**src/rtl/gate_enable_sequencer.sv**
```systemverilog
// Gate enable sequencer: conditions two push-buttons and derives the two clock-gate
// enables (direct, toggle, blink, burst) for the AND-gated segment-driver tile.
module gate_enable_sequencer #(
    parameter int DEBOUNCE_CYCLES = 16,
    parameter int BLINK_DIV       = 1000,
    parameter int BURST_LEN       = 8
) (
    input  logic       clk,
    input  logic       rst,
    input  logic       ena,
    input  logic       btn_a,
    input  logic       btn_b,
    input  logic [1:0] mode,
    output logic       gate_a,
    output logic       gate_b,
    output logic [1:0] state
);

    localparam logic [7:0]  DB_LAST    = 8'(DEBOUNCE_CYCLES - 1);
    localparam logic [15:0] PRESC_LAST = 16'(BLINK_DIV - 1);
    localparam logic [7:0]  BURST_LAST = 8'(BURST_LEN);

    localparam logic [1:0] MODE_DIRECT = 2'b00;
    localparam logic [1:0] MODE_TOGGLE = 2'b01;
    localparam logic [1:0] MODE_BLINK  = 2'b10;
    localparam logic [1:0] MODE_BURST  = 2'b11;

    typedef enum logic [1:0] {
        ST_IDLE    = 2'b00,
        ST_BURST_A = 2'b01,
        ST_BURST_B = 2'b10
    } burst_state_e;

    logic [1:0] btn_raw;
    logic [1:0] db_lvl;
    logic [1:0] press;
    logic [1:0] sync_fill_q;

    assign btn_raw = {btn_b, btn_a};

    // Marks when the synchronizer outputs reflect real post-reset samples.
    always_ff @(posedge clk) begin
        if (rst) begin
            sync_fill_q <= 2'b00;
        end else begin
            sync_fill_q <= {sync_fill_q[0], 1'b1};
        end
    end

    genvar gi;
    generate
        for (gi = 0; gi < 2; gi++) begin : g_btn
            logic       sync1_q;
            logic       sync2_q;
            logic       db_q;
            logic       db_d;
            logic       press_q;
            logic       press_d;
            logic       arm_q;
            logic       arm_d;
            logic [7:0] cnt_q;
            logic [7:0] cnt_d;

            // A press only counts once the button has been seen released after reset.
            always_comb begin
                db_d    = db_q;
                cnt_d   = 8'd0;
                press_d = 1'b0;
                arm_d   = arm_q | (sync_fill_q[1] & ~sync2_q);
                if (sync2_q != db_q) begin
                    if (cnt_q == DB_LAST) begin
                        db_d    = sync2_q;
                        press_d = sync2_q & arm_q;
                    end else begin
                        cnt_d = cnt_q + 8'd1;
                    end
                end
            end

            always_ff @(posedge clk) begin
                if (rst) begin
                    sync1_q <= 1'b0;
                    sync2_q <= 1'b0;
                    db_q    <= 1'b0;
                    cnt_q   <= 8'd0;
                    press_q <= 1'b0;
                    arm_q   <= 1'b0;
                end else begin
                    sync1_q <= btn_raw[gi];
                    sync2_q <= sync1_q;
                    db_q    <= db_d;
                    cnt_q   <= cnt_d;
                    press_q <= press_d;
                    arm_q   <= arm_d;
                end
            end

            assign db_lvl[gi] = db_q;
            assign press[gi]  = press_q;
        end
    endgenerate

    logic [1:0]   mode_q;
    logic [1:0]   mode_d;
    burst_state_e state_q;
    burst_state_e state_d;
    logic [7:0]   burst_cnt_q;
    logic [7:0]   burst_cnt_d;
    logic [15:0]  presc_q;
    logic [15:0]  presc_d;
    logic         phase_q;
    logic         phase_d;
    logic [1:0]   tog_q;
    logic [1:0]   tog_d;
    logic [1:0]   gate_q;
    logic [1:0]   gate_d;
    logic         mode_chg;

    assign mode_chg = (mode != mode_q);

    always_ff @(posedge clk) begin
        if (rst) begin
            mode_q      <= MODE_DIRECT;
            state_q     <= ST_IDLE;
            burst_cnt_q <= 8'd0;
            presc_q     <= 16'd0;
            phase_q     <= 1'b0;
            tog_q       <= 2'b00;
            gate_q      <= 2'b00;
        end else begin
            mode_q      <= mode_d;
            state_q     <= state_d;
            burst_cnt_q <= burst_cnt_d;
            presc_q     <= presc_d;
            phase_q     <= phase_d;
            tog_q       <= tog_d;
            gate_q      <= gate_d;
        end
    end

    // With ena low everything holds; the mode register also holds, so a mode
    // change made while disabled is acted on when the tile is re-enabled.
    always_comb begin
        mode_d      = mode_q;
        state_d     = state_q;
        burst_cnt_d = burst_cnt_q;
        presc_d     = presc_q;
        phase_d     = phase_q;
        tog_d       = tog_q;
        if (ena) begin
            mode_d = mode;
            if (mode_chg) begin
                state_d     = ST_IDLE;
                burst_cnt_d = 8'd0;
                presc_d     = 16'd0;
                phase_d     = 1'b0;
                tog_d       = 2'b00;
            end else begin
                case (mode_q)
                    MODE_TOGGLE: tog_d = tog_q ^ press;
                    MODE_BLINK: begin
                        if (presc_q == PRESC_LAST) begin
                            presc_d = 16'd0;
                            phase_d = ~phase_q;
                        end else begin
                            presc_d = presc_q + 16'd1;
                        end
                    end
                    MODE_BURST: begin
                        case (state_q)
                            ST_IDLE: begin
                                burst_cnt_d = 8'd0;
                                if (press[0]) begin
                                    state_d = ST_BURST_A;
                                end else if (press[1]) begin
                                    state_d = ST_BURST_B;
                                end
                            end
                            ST_BURST_A, ST_BURST_B: begin
                                if (burst_cnt_q == BURST_LAST) begin
                                    state_d     = ST_IDLE;
                                    burst_cnt_d = 8'd0;
                                end else begin
                                    burst_cnt_d = burst_cnt_q + 8'd1;
                                end
                            end
                            default: begin
                                state_d     = ST_IDLE;
                                burst_cnt_d = 8'd0;
                            end
                        endcase
                    end
                    default: ;
                endcase
            end
        end
    end

    // Burst gate is high while the counter runs 0..BURST_LEN-1 after entry.
    always_comb begin
        gate_d = 2'b00;
        if (ena && !mode_chg) begin
            case (mode_q)
                MODE_DIRECT: gate_d = db_lvl;
                MODE_TOGGLE: gate_d = tog_d;
                MODE_BLINK:  gate_d = phase_q ? 2'b10 : 2'b01;
                MODE_BURST: begin
                    if (burst_cnt_q != BURST_LAST) begin
                        if (state_q == ST_BURST_A) begin
                            gate_d = 2'b01;
                        end else if (state_q == ST_BURST_B) begin
                            gate_d = 2'b10;
                        end
                    end
                end
                default: gate_d = 2'b00;
            endcase
        end
    end

    assign gate_a = gate_q[0];
    assign gate_b = gate_q[1];
    assign state  = state_q;

endmodule

```
**config.mk**
```make
export PLATFORM = sky130hd
export DESIGN_NAME = gate_enable_sequencer
export DESIGN_NICKNAME = d
export VERILOG_FILES = /design/src/rtl/gate_enable_sequencer.sv
export SDC_FILE = /design/constraint.sdc
export NUM_CORES = 1
export LEC_CHECK = 0
export CORE_ASPECT_RATIO = 1.75
export CORE_MARGIN = 1.5
export CORE_UTILIZATION = 50
export CTS_CLUSTER_DIAMETER = 50
export DETAILED_ROUTE_END_ITERATION = 7
export GPL_TIMING_DRIVEN = 0
export PLACE_DENSITY = 0.7
export SETUP_SLACK_MARGIN = 0.2
export SYNTH_ARGS = -nofsm -noshare
export SYNTH_HDL_FRONTEND = slang
export SYNTH_SLANG_ARGS = --single-unit
```
**constraint.sdc**
```tcl
create_clock -name clk -period 1.7 [get_ports clk]
set_input_delay 0.255 -clock clk [delete_from_list [all_inputs] [get_ports clk]]
set_output_delay 0.255 -clock clk [all_outputs]
set_load 0.02 [all_outputs]
```
==> results by group <==
Run status
  – Status: finished, final reports clean

Finish
  – Layout cells sized above 1: 35.71%
  – Ant. Diodes: 0
  – Synth-to-Final Area Change: 42.56%
  – NumNets Final: 431
  – Design area: 4388 sq um

Placed design
  – Area post-placement: 3381 sq um
  – Port Buffers: 8
  – Routability congestion estimate: 0.8398
  – Post-DP HPWL: 5334 microns

Clocking
  – Clk_lat worst skew: 0.36 ns
  – CTS HTree Levels: 3
  – Cts bufs inserted: 9
  – Clock root buffer master: clkbuf_8
  – Deepest clock path buffer count: 2
  – Cts hold-fix bufs: 0
  – Register clock-pin slew on the reported worst setup and hold paths: 0.07 ns
  – Clock sinks: 61
  – CTS tree: done

Critical path
  – Worst Setup End Kind: flip-flop
  – CP startpoint kind: flip-flop
  – Req. time, crit path: 1.97 ns
  – Crit path arrival time: 1.96 ns
  – Worst-path fanout max: 6
  – FF-to-FF setup slack: 0.01 ns
  – Critical setup path kind: reg2reg

Routing
  – Met3 WL: 464 microns
  – WL final: 9398 microns
  – Routed vias: 3088
  – Initial DRT Pass Iterations: 5
  – DRC viols: 0
  – Vias per cell: 6.201
  – Initial drt markers: 225
  – ANT nets after route: 0
  – DR WL met2: 4956 microns
  – DR WL/cell: 18.87 microns
  – Uppermost routed layer: met4
  – M1 wire length: 3449 microns

Floorplanning
  – Core area: 5926 sq um
  – Die area: 6654 sq um
  – Die X: 62.31 microns
  – Num rows: 37
  – Die height: 106.8 microns
  – Ports: 11
  – Initial core utilization: 51.94%

Power
  – Maximum vdd drop: 0.7211 mV
  – Power share of the clock group: 41.5%
  – Comb pwr share: 13.5%
  – Switching share of power: 26.04%
  – Flop pwr share: 45.0%
  – Internal power: 2.376 mW
  – PD cells: 732.3 nW/um^2
  – Net Sw Power: 836.8 uW
  – Leakage: 1.556 nW

Logic synthesis
  – Synthesized area: 3078 sq um
  – Mean Syn Cell Area: 8.622 sq um
  – Total number of yosys warnings: 0
  – Cell count after synthesis: 357
  – Synth cell types: 66
  – Asr flop ratio synth: 0%
  – Predominant post-synthesis flop cell: dfxtp_1
  – Sequential cell area fraction in the yosys report: 39.67%
  – Post-synth EDFFs: 0
  – Flops & latches, synth: 61
  – Syn Nets: 372

Global routing
  – Antenna violations before repair: 0
  – Tot GR Track Use: 25.30%
  – Pin count of the biggest net entering global routing: 11
  – Gr ovfl total: 0
  – Global-route wire length before repair: 13080 microns
  – Vias in the first global route: 2768

Timing
  – Slew margin rel.: 61.52%
  – Final Hold Fails: 0
  – Max-slew violation count: 0
  – Final setup TNS: 0 ns
  – Fmax: 592.7 MHz
  – Period utilization: 99.24%
  – RSZ-0062 raised after global routing: true
  – Skew final: 0.009470 ns
  – Fin crit period: 1.687 ns
  – Worst Tran Pin Value: 0.5771 ns
  – Final setup fails: 0

Job
  – Max-cap violation count: 0

Worst hold path
  – Worst min path class: in2reg
what timing repair did:
action	CTS	global route
endpoints found under the hold margin	0	0
pin swaps	15	33
setup endpoints to repair	35	34
resized for setup	57	83
buffers inserted	11	26
gates cloned	1	2
worst paths after layout:
check / from / to / cells after the start
setup / recovery: mode_q[0] / presc_q[3] / 5
hold reg to reg: g_btn[0].sync1_q / g_btn[0].sync2_q / 1
hold / removal: mode[0] / mode_q[0] / 3
setup reg to reg: mode_q[0] / presc_q[3] / 5
logic make-up (layout without fill, tap and decap cells):
logic type | after synthesis | after routing | synth area share, %
adders and majority gates | 8 | 8 | 3.252
AOI/OAI and AO/OA | 67 | 67 | 16.91
muxes | 4 | 4 | 1.341
xor gates and xnor gates | 23 | 23 | 6.545
buffers and inverters | 33 | 96 | 4.187
and+or+nand+nor | 161 | 161 | 28.09
DFF | 61 | 61 | 39.67
stage by stage:
step / total power [mW] / setup slack, ns / util [%] / hold WS, ns / std cells
after global placement: 1.703 / -0.7417 / 57.05 / 0.4158 / 443
after floorplan: 1.640 / 0.1336 / - / 0.3832 / 357
after global routing: 3.314 / -0.03717 / 74.05 / 0.3800 / 498
after CTS: 3.094 / 0.03741 / 65.86 / 0.2822 / 470
after detailed placement: 1.707 / -0.7652 / 57.05 / 0.4269 / 443
final: 3.213 / 0.01286 / 74.05 / 0.3302 / 498
routing by layer:
layer / global-route usage [%] / vias up
met3: 5.142 / 53
met5: 0 / -
li1: - / 1446
met2: 47.59 / 135
met4: 15.56 / 0
met1: 25.07 / 1454
flip-flops by register name (all words and copies together), names as in the netlist:
register	count
burst_cnt_q	8
g_btn.arm_q	2
g_btn.cnt_q	16
g_btn.db_q	2
g_btn.press_q	2
g_btn.sync1_q	2
g_btn.sync2_q	2
gate_q	2
mode_q	2
phase_q	1
presc_q	16
state	2
sync_fill_q	2
tog_q	2
layout make-up:
class	instances	area, sq um
clock buffers	12	155.1
inverters	14	55.05
repair buffers	48	402.9
flip-flops and latches	61	1266
fillers	446	1538
plain buffers	19	214.0
multi-input cells	263	2152
clock inverters	3	45.04
well taps	78	97.59
worst max-delay path, stage by stage, from the launching register on:
cell	delay, ns
dfxtp_4	0.36
buf_8	0.15
and4bb_2	0.35
nand2_4	0.09
or4_1	0.47
a31oi_1	0.18
cell usage in the layout (no fill, tap or decap), types with 8 or more instances in the layout:
cell type  netlist  final
clkbuf_8         0     15
buf_4            0     30
nor2_1          33     30
dfxtp_4          0      9
nand3_1         24     21
dfxtp_1         61     43
nand4_1         15     15
inv_1           14     12
a21oi_1         11      8
xnor2_1         15     13
buf_6            0     10
nand2_1         31     28
dfxtp_2          0      9
cells in the mapped netlist, types with 2 or more instances:
cell | count | area, sq um
a2111oi_0 | 4 | 35.03
buf_2 | 3 | 15.01
a211oi_1 | 7 | 52.55
and4_1 | 7 | 61.31
a22o_1 | 2 | 17.52
nor3b_1 | 3 | 22.52
nand4_1 | 15 | 93.84
o211ai_1 | 2 | 15.01
a21boi_0 | 2 | 15.01
nand3_1 | 24 | 120.1
dfxtp_1 | 61 | 1221
nor4_1 | 7 | 43.79
o21ai_0 | 3 | 15.01
o2111ai_1 | 3 | 26.28
nor2_1 | 33 | 123.9
a311oi_1 | 2 | 17.52
and2_1 | 3 | 18.77
nor2b_1 | 7 | 43.79
a21oi_1 | 11 | 55.05
o41ai_1 | 2 | 17.52
xnor2_1 | 15 | 131.4
a32o_1 | 2 | 20.02
a31oi_1 | 6 | 37.54
or3_1 | 6 | 37.54
nor3_1 | 9 | 45.04
o311ai_0 | 2 | 17.52
inv_1 | 14 | 52.55
and3_1 | 4 | 25.02
nand2_1 | 31 | 116.4
clkbuf_1 | 14 | 52.55
xor2_1 | 8 | 70.07
mux2i_1 | 3 | 30.03
a221o_1 | 2 | 20.02
ha_1 | 8 | 100.1
power by group through the flow:
stage / logic, mW / clock network, mW / registers (mW)
finish: 0.435 / 1.33 / 1.44
CTS: 0.297 / 1.35 / 1.45
global placement: 0.219 / 0 / 1.48
global route: 0.453 / 1.42 / 1.45
detailed placement: 0.223 / 0 / 1.48
floorplan: 0.158 / 0 / 1.48
No activity file was read; power rests on OpenSTA's default activity.
